<file path="src/rtl/coin_entry_conditioner.sv">
// ---------------------------------------------------------------------------
// coin_entry_conditioner
//
// Input stage of the vending-machine controller. It synchronises the raw board
// switches and the KEY1 commit button, and debounces KEY1 on both press and
// release. Once per clean press it samples the coin/credit/clear switches and
// classifies them into a single coin event. The event is held on a
// valid/ready handshake until the controller takes it.
//
// Ports
//   clock_i        24 MHz board clock. All state changes on the rising edge.
//   reset_i        synchronous reset, active high
//   sw_i[9:0]      raw switches: 0 nickel, 1 dime, 2 quarter, 3 dollar,
//                  4 credit, 8 clear, 9 report (5-7 ignored)
//   key_i[3:0]     raw pushbuttons, active low. Only key_i[1] is used.
//   evt_valid_o    a coin event is pending
//   evt_ready_i    the controller takes the event this cycle
//   evt_kind_o     0 NONE, 1 NICKEL, 2 DIME, 3 QUARTER, 4 DOLLAR,
//                  5 CREDIT, 6 CLEAR, 7 MULTI
//   evt_cents_o    value of the event in cents (0 for NONE/CLEAR/MULTI)
//   report_mode_o  synchronised sw_i[9] level
//   overrun_o      sticky: a press was dropped while an event was pending
// ---------------------------------------------------------------------------
//  state        | meaning
//  -------------+------------------------------------------------------------
//  IDLE         | key released and stable; waiting for a press
//  PRESS_WAIT   | key seen low; counting stable-low cycles
//  HELD         | press accepted and event issued; waiting for release
//  RELEASE_WAIT | key seen high; counting stable-high cycles
// ---------------------------------------------------------------------------
module coin_entry_conditioner #(
    parameter int DEBOUNCE_CYCLES = 240000
) (
    input  logic       clock_i,
    input  logic       reset_i,
    input  logic [9:0] sw_i,
    input  logic [3:0] key_i,
    output logic       evt_valid_o,
    input  logic       evt_ready_i,
    output logic [2:0] evt_kind_o,
    output logic [6:0] evt_cents_o,
    output logic       report_mode_o,
    output logic       overrun_o
);

    localparam int CW = $clog2(DEBOUNCE_CYCLES + 1);
    localparam logic [CW-1:0] CNT_MAX = CW'(DEBOUNCE_CYCLES);
    localparam logic [CW-1:0] CNT_ONE = CW'(1);

    typedef enum logic [1:0] {
        IDLE         = 2'd0,
        PRESS_WAIT   = 2'd1,
        HELD         = 2'd2,
        RELEASE_WAIT = 2'd3
    } state_t;

    typedef enum logic [2:0] {
        K_NONE    = 3'd0,
        K_NICKEL  = 3'd1,
        K_DIME    = 3'd2,
        K_QUARTER = 3'd3,
        K_DOLLAR  = 3'd4,
        K_CREDIT  = 3'd5,
        K_CLEAR   = 3'd6,
        K_MULTI   = 3'd7
    } kind_t;

    // Only the switches that matter are synchronised: {sw9, sw8, sw4..sw0}.
    logic [6:0] sw_s1_q;
    logic [6:0] sw_s2_q;
    logic       key_s1_q;
    logic       key_s2_q;

    state_t        state_q;
    logic [CW-1:0] cnt_q;
    logic          evt_valid_q;
    kind_t         evt_kind_q;
    logic [6:0]    evt_cents_q;
    logic          overrun_q;

    logic       unused_inputs;
    assign unused_inputs = ^{key_i[3:2], key_i[0], sw_i[7:5]};

    // ------------------------------------------------------------------
    // Two-flop synchronisers. The key flops come out of reset at the
    // released level, so a reset never looks like a press.
    // ------------------------------------------------------------------
    always_ff @(posedge clock_i) begin
        if (reset_i) begin
            sw_s1_q  <= '0;
            sw_s2_q  <= '0;
            key_s1_q <= 1'b1;
            key_s2_q <= 1'b1;
        end else begin
            sw_s1_q  <= {sw_i[9], sw_i[8], sw_i[4:0]};
            sw_s2_q  <= sw_s1_q;
            key_s1_q <= key_i[1];
            key_s2_q <= key_s1_q;
        end
    end

    // ------------------------------------------------------------------
    // Classification of the synchronised switches
    // ------------------------------------------------------------------
    logic [5:0] coin_bits;
    logic       coin_multi;
    kind_t      cls_kind_d;
    logic [6:0] cls_cents_d;

    assign coin_bits = {sw_s2_q[5], sw_s2_q[4:0]};
    // More than one bit is set exactly when clearing the lowest set bit
    // leaves something behind.
    assign coin_multi = |(coin_bits & (coin_bits - 6'd1));

    always_comb begin
        cls_kind_d = K_NONE;
        if (coin_multi) begin
            cls_kind_d = K_MULTI;
        end else begin
            unique case (coin_bits)
                6'b000001: cls_kind_d = K_NICKEL;
                6'b000010: cls_kind_d = K_DIME;
                6'b000100: cls_kind_d = K_QUARTER;
                6'b001000: cls_kind_d = K_DOLLAR;
                6'b010000: cls_kind_d = K_CREDIT;
                6'b100000: cls_kind_d = K_CLEAR;
                default:   cls_kind_d = K_NONE;
            endcase
        end
    end

    always_comb begin
        cls_cents_d = 7'd0;
        case (cls_kind_d)
            K_NICKEL:  cls_cents_d = 7'd5;
            K_DIME:    cls_cents_d = 7'd10;
            K_QUARTER: cls_cents_d = 7'd25;
            K_DOLLAR:  cls_cents_d = 7'd100;
            K_CREDIT:  cls_cents_d = 7'd35;
            default:   cls_cents_d = 7'd0;
        endcase
    end

    // ------------------------------------------------------------------
    // Debounce FSM and event handshake
    // ------------------------------------------------------------------
    logic issue;
    assign issue = (state_q == PRESS_WAIT) && !key_s2_q && (cnt_q == CNT_MAX);

    always_ff @(posedge clock_i) begin
        if (reset_i) begin
            state_q     <= IDLE;
            cnt_q       <= '0;
            evt_valid_q <= 1'b0;
            evt_kind_q  <= K_NONE;
            evt_cents_q <= 7'd0;
            overrun_q   <= 1'b0;
        end else begin
            unique case (state_q)
                IDLE: begin
                    if (!key_s2_q) begin
                        state_q <= PRESS_WAIT;
                        cnt_q   <= CNT_ONE;
                    end
                end
                PRESS_WAIT: begin
                    if (key_s2_q) begin
                        state_q <= IDLE;
                        cnt_q   <= '0;
                    end else if (cnt_q == CNT_MAX) begin
                        state_q <= HELD;
                        cnt_q   <= '0;
                    end else begin
                        cnt_q <= cnt_q + CNT_ONE;
                    end
                end
                HELD: begin
                    if (key_s2_q) begin
                        state_q <= RELEASE_WAIT;
                        cnt_q   <= CNT_ONE;
                    end
                end
                RELEASE_WAIT: begin
                    if (!key_s2_q) begin
                        state_q <= HELD;
                        cnt_q   <= '0;
                    end else if (cnt_q == CNT_MAX) begin
                        state_q <= IDLE;
                        cnt_q   <= '0;
                    end else begin
                        cnt_q <= cnt_q + CNT_ONE;
                    end
                end
                default: begin
                    state_q <= IDLE;
                    cnt_q   <= '0;
                end
            endcase

            // An event the controller is taking this cycle frees the slot
            // for a press that completes on the same cycle.
            if (issue) begin
                if (evt_valid_q && !evt_ready_i) begin
                    overrun_q <= 1'b1;
                end else begin
                    evt_valid_q <= 1'b1;
                    evt_kind_q  <= cls_kind_d;
                    evt_cents_q <= cls_cents_d;
                end
            end else if (evt_valid_q && evt_ready_i) begin
                evt_valid_q <= 1'b0;
            end
        end
    end

    assign evt_valid_o   = evt_valid_q;
    assign evt_kind_o    = evt_kind_q;
    assign evt_cents_o   = evt_cents_q;
    assign overrun_o     = overrun_q;
    assign report_mode_o = sw_s2_q[6];

endmodule

</file>
<file path="config.mk">
export PLATFORM = sky130hd
export DESIGN_NAME = coin_entry_conditioner
export DESIGN_NICKNAME = d
export VERILOG_FILES = /design/src/rtl/coin_entry_conditioner.sv
export SDC_FILE = /design/constraint.sdc
export NUM_CORES = 1
export LEC_CHECK = 0
export BUFFER_PORTS_ARGS = -buffer_cell sky130_fd_sc_hd__buf_4
export CELL_PAD_IN_SITES_DETAIL_PLACEMENT = 1
export CELL_PAD_IN_SITES_GLOBAL_PLACEMENT = 1
export CORE_MARGIN = 8
export CORE_UTILIZATION = 43
export CTS_CLUSTER_DIAMETER = 100
export CTS_CLUSTER_SIZE = 8
export DETAILED_ROUTE_END_ITERATION = 8
export PLACE_DENSITY_LB_ADDON = 0.1
export SLEW_MARGIN = 25
export SYNTH_ARGS = -nofsm -noshare
export SYNTH_HDL_FRONTEND = slang
export SYNTH_SLANG_ARGS = --single-unit
export TNS_END_PERCENT = 50
</file>
<file path="constraint.sdc">
create_clock -name clock_i -period 2.25 [get_ports clock_i]
set_input_delay 0.45 -clock clock_i [delete_from_list [all_inputs] [get_ports clock_i]]
set_output_delay 0.45 -clock clock_i [all_outputs]
set_load 0.02 [all_outputs]
</file>
**After elaboration in Yosys (flattened, before gate mapping)**

Cells that the tools add are included.

- Flip-flop bits (word level): 48
- Output and inout port bits: 13
- Word-level logic and storage cells: 67

- Add/sub/neg operators: 2
- Eq/ne operators: 20
- Multiplexer cells: 19
- Bitwise operators: 2
- Reductions and logical operators: 14

Operators by type and width:

| operator | number |
|---|---|
| $mux W18 | 5 |
| $pmux W18 S4 | 1 |
| $pmux W7 S5 | 1 |
| $add A18 B1 Y18 const B | 1 |
| $eq A18 B18 Y1 const B | 1 |
| $pmux W3 S6 | 1 |
| $mux W2 | 6 |
| $pmux W2 S4 | 1 |
| $reduce_and A2 Y1 | 4 |
| $and A6 B6 Y6 | 1 |
| $eq A3 B2 Y1 const B | 2 |
| $eq A3 B3 Y1 const B | 2 |
| $eq A6 B1 Y1 const B | 1 |
| $eq A6 B2 Y1 const B | 1 |
| $eq A6 B3 Y1 const B | 1 |
| $eq A6 B4 Y1 const B | 1 |
| $eq A6 B5 Y1 const B | 1 |
| $eq A6 B6 Y1 const B | 1 |
| $ne A2 B2 Y1 const B | 3 |
| $reduce_or A6 Y1 | 1 |
| $sub A6 B1 Y6 const B | 1 |
| $eq A2 B2 Y1 const B | 2 |
| $logic_and A1 B1 Y1 | 4 |
| $reduce_and A4 Y1 | 1 |
| other kinds (10) | 13 |

**Logic depth before layout (Yosys ltp)**

- Depth after elaboration: 6
- Depth in mapped cells: 8

**Worst setup path after synthesis**

OpenSTA, ideal clock, no wires.

- Path type: reg2reg
- From: reg cnt_q[0]
- To: reg evt_kind_q[0], in the netlist evt_kind_o[0]
- Library setup time: 0.129 ns
- Arrival time: 1.591 ns
- Slack: 0.530 ns
- Stages on the path, launching flop included: 9
- Buffers on the path: 1
- Path through: dfxtp_1 inv_1 ha_1 nor4b_2 nand4_2 nor3_4 buf_6 mux2i_1 nor2_1

- Cells in the longest elaborated chain, start to end: 3

RTL lines:

| element | RTL line | text |
|---|---|---|
| start, declared | 75 | `logic [CW-1:0] cnt_q;` |
| start signal, assigned | 174 | `cnt_q <= cnt_q + CNT_ONE;` |
| start signal, assigned | 191 | `cnt_q <= cnt_q + CNT_ONE;` |
| $eq A18 B18 Y1 | 148 | `assign issue = (state_q == PRESS_WAIT) && !key_s2_q && (cnt_q == CNT_MAX);` |
| $logic_and A1 B1 Y1 | 148 |  |
| $reduce_and A2 Y1 (no source line) | n/a |  |
| end signal, assigned | 207 | `evt_kind_q <= cls_kind_d;` |
| end, declared | 77 | `kind_t evt_kind_q;` |

No other way between the ends.
A chain may end at the register's enable or synchronous reset.

**Worst setup path after layout**

- From: reg cnt_q[0]
- To: reg cnt_q[11]

- Cells in the longest elaborated chain, start to end: 4
- Elaborated cells on any way between the ends: 6
- Those cells by class: add/sub: 1; eq/ne: 1; mux: 4

RTL lines:

| element | RTL line | text |
|---|---|---|
| $add A18 B1 Y18 / $eq A18 B18 Y1 (equally long branches) | n/a |  |
| $mux W18 (*) | 170, 187 |  |
| $mux W18 (on tied branches) | 184, 167 |  |
| $pmux W18 S4 (*) | 159 | `unique case (state_q)` |

Mark *: on every way between the ends. The rest lies on a longest branch, timed or not.

==> results.toml <==
[outcome]
status = "completed"

[global_route]
antenna_found_initial = 0
grt_pass1_vias = 1760
grt_pass1_wl_mm = 8.03
track_usage_pct = 12.9
gr-total-overflow = 0
grt_max_degree = 39

[route]
vias_per_cell = 5.14
drc = 0
vias = 1723
firstDrtPassIters = 3
wl_mm = 4.64
dr.first_iter.drc_count = 39
wire_per_inst_microns = 13.8
postRouteAntennaNets = 0

[clocking]
cts_resized = 0
cts_hold_buf = 0
clock_path_buffers = 2
worstSkewPairLatency_ns = 0.30
cts.sinks = 48
root_buffer = "clkbuf_8"
clk_pin_slew_ns = 0.09
cts_max_level = 2
cts_made_buffers = 5
cts_tree = "yes"
cts_setup_buffers = 0

[sta]
fin_skew_ns = 0.00491
relSlewSlack_pct = 67.9
setup_viol = 0
tns_ns = 0
fin_crit_sh_pct = 86.4
fmax_ghz = 0.514
finalCriticalPeriod_ns = 1.94
worstMarginPinSlew_ns = 0.476
slew_viol_final = 0
finalHoldViolCount = 0
rsz0062_at_grt = "no"

[yosys]
yosys_register_bits = 48
synth.distinct_cells = 46
synth.most_common_cell = "dfxtp_1"
synthTopCellsByCount = "48 x dfxtp_1, 20 x nor2_1, 19 x nor2b_1"
synth_area_per_cell_sq_um = 9.06
syn_inst = 240
yosysSeqAreaShare_pct = 44.2
synth-edff-count = 0
synth.top_cell.area_share_pct = 44.2
synth_nets = 259
synthTopCellsByArea = "dfxtp_1 44%, nor2b_1 5.5%, nor2_1 3.5%"
yosys_warnings = 0
synthFlopType = "dfxtp_1"
async_flop_share_pct = 0
syn_area_sq_um = 2170
synth_top_cell_by_area = "dfxtp_1"

[floorplanning]
start_util_pct = 43.7
die_y_microns = 87.1
rows = 26
fp.coreArea_sq_um = 4980
dieArea_sq_um = 7590
io_pins = 30
die_x_microns = 87.1

[setup_path]
cp.required_ns = 2.44
endpoint_kind = "register"
critical_path_peak_fanout = 23
worst-setup-path-type = "reg -> reg"
worstPathArrival_ns = 2.14
start_kind = "register"

[layout]
regArea_sq_um = 961
nFillCells = 596
syn2layout_area_growth_pct = 16.5
diodes = 0
nNetsFinal = 283
drive_gt1_share_pct = 19.6
final_core_util_pct = 50.9
multi_input_area_sq_um = 1130

[run]
maxCapViolCount = 0

[placed_design]
portBuffers = 23
dpl.hpwl_mm = 3.33
gp_congestion = 0.734

[power]
p_per_area_nw_per_um2 = 633
power.leakage_nw = 0.976
peakVddDrop_mv = 0.285

[worst_hold_path]
hp-class = "in -> reg"
-- cell families (layout without fill, tap and decap cells) --
kind of cell	count (synthesis)	in the layout	share of synthesized area, %
buffers and inverters	18	43	3.91
AND/OR/NAND/NOR	113	113	30.3
AO/OA/AOI/OAI	40	40	12.1
multiplexers	7	7	3.34
adder cells (fa/ha/maj)	4	4	2.07
XOR/XNOR	10	10	4.03
flip-flops	48	48	44.2
-- area by class of cell --
type / instances / area share (%)
Clock inverter: 3 / 1.83
Multi-Input combinational cell: 174 / 44.5
Timing Repair Buffer: 29 / 8.60
Tap cell: 70 / 3.46
Sequential cell: 48 / 38.0
Clock buffer: 5 / 2.72
Inverter: 6 / 0.890
-- cell usage in the layout (no fill, tap or decap), types with 5 or more instances in the layout --
cell      count
a21o_1        7
buf_4        29
clkbuf_8      5
dfxtp_1      48
inv_1         6
mux2i_1       5
nand2_1      14
nand2b_1      6
nand3_1      13
nor2_1       20
nor2b_1      19
nor3_1        9
nor3b_1       5
nor4_1        5
o21ai_0      13
or3_1         6
xor2_1        7
-- sequential cells by signal, indices dropped and copies added, names as in the netlist, named ones only --
name,cells
sw_s2_q,7
sw_s1_q,7
overrun_o,1
key_s2_q,1
evt_valid_o,1
state_q,1
evt_cents_o,7
cnt_q,18
key_s1_q,1
evt_kind_o,3
-- stage by stage --
stage	setup slack, ns	cell area, sq um	total power [mW]	hold slack [ns]	cells
after global placement	0.330	2420	0.983	0.392	327
after global routing	0.178	2530	1.68	0.338	335
after floorplan	0.530	2170	0.954	0.389	240
final	0.305	2530	1.60	0.343	335
after detailed placement	0.326	2420	0.986	0.414	327
after CTS	0.300	2530	1.62	0.336	335
-- critical path: stages (launching register included) --
cell	delay [ns]
dfxtp_1	0.35
inv_1	0.08
ha_1	0.14
nor4b_2	0.25
nand4_2	0.21
o21ai_2	0.17
buf_4	0.25
o21ai_1	0.11
mux2_2	0.28
-- power breakdown --
group          switching (mW)  internal (mW)  leakage (nW)
Combinational          0.0441         0.0422         0.531
Sequential             0.0138          0.864         0.390
Clock                   0.303          0.335        0.0548
Total                   0.361           1.24         0.976
-- path summary, 6_finish.rpt --
path	start	to	slack, ns	cells past startpoint
worst max register to register	cnt_q[0]$_SDFFE_PP0P_	cnt_q[11]$_SDFFE_PP0P_	0.31	8
worst min register to register	key_s1_q$_SDFF_PP1_	key_s2_q$_SDFF_PP1_	0.44	1
worst max-delay path	cnt_q[0]$_SDFFE_PP0P_	cnt_q[11]$_SDFFE_PP0P_	0.31	8
worst min-delay path	key_i[1]	key_s1_q$_SDFF_PP1_	0.34	2
-- routing by layer --
layer,GRT usage [%],vias up,share of wire (%)
li1,-,889,-
met1,16.1,814,48
met2,21.6,18,49
met3,3.40,2,3.3
met4,2.81,0,0.47
met5,0,-,0
Note: power is estimated with default switching activity, not from simulation.
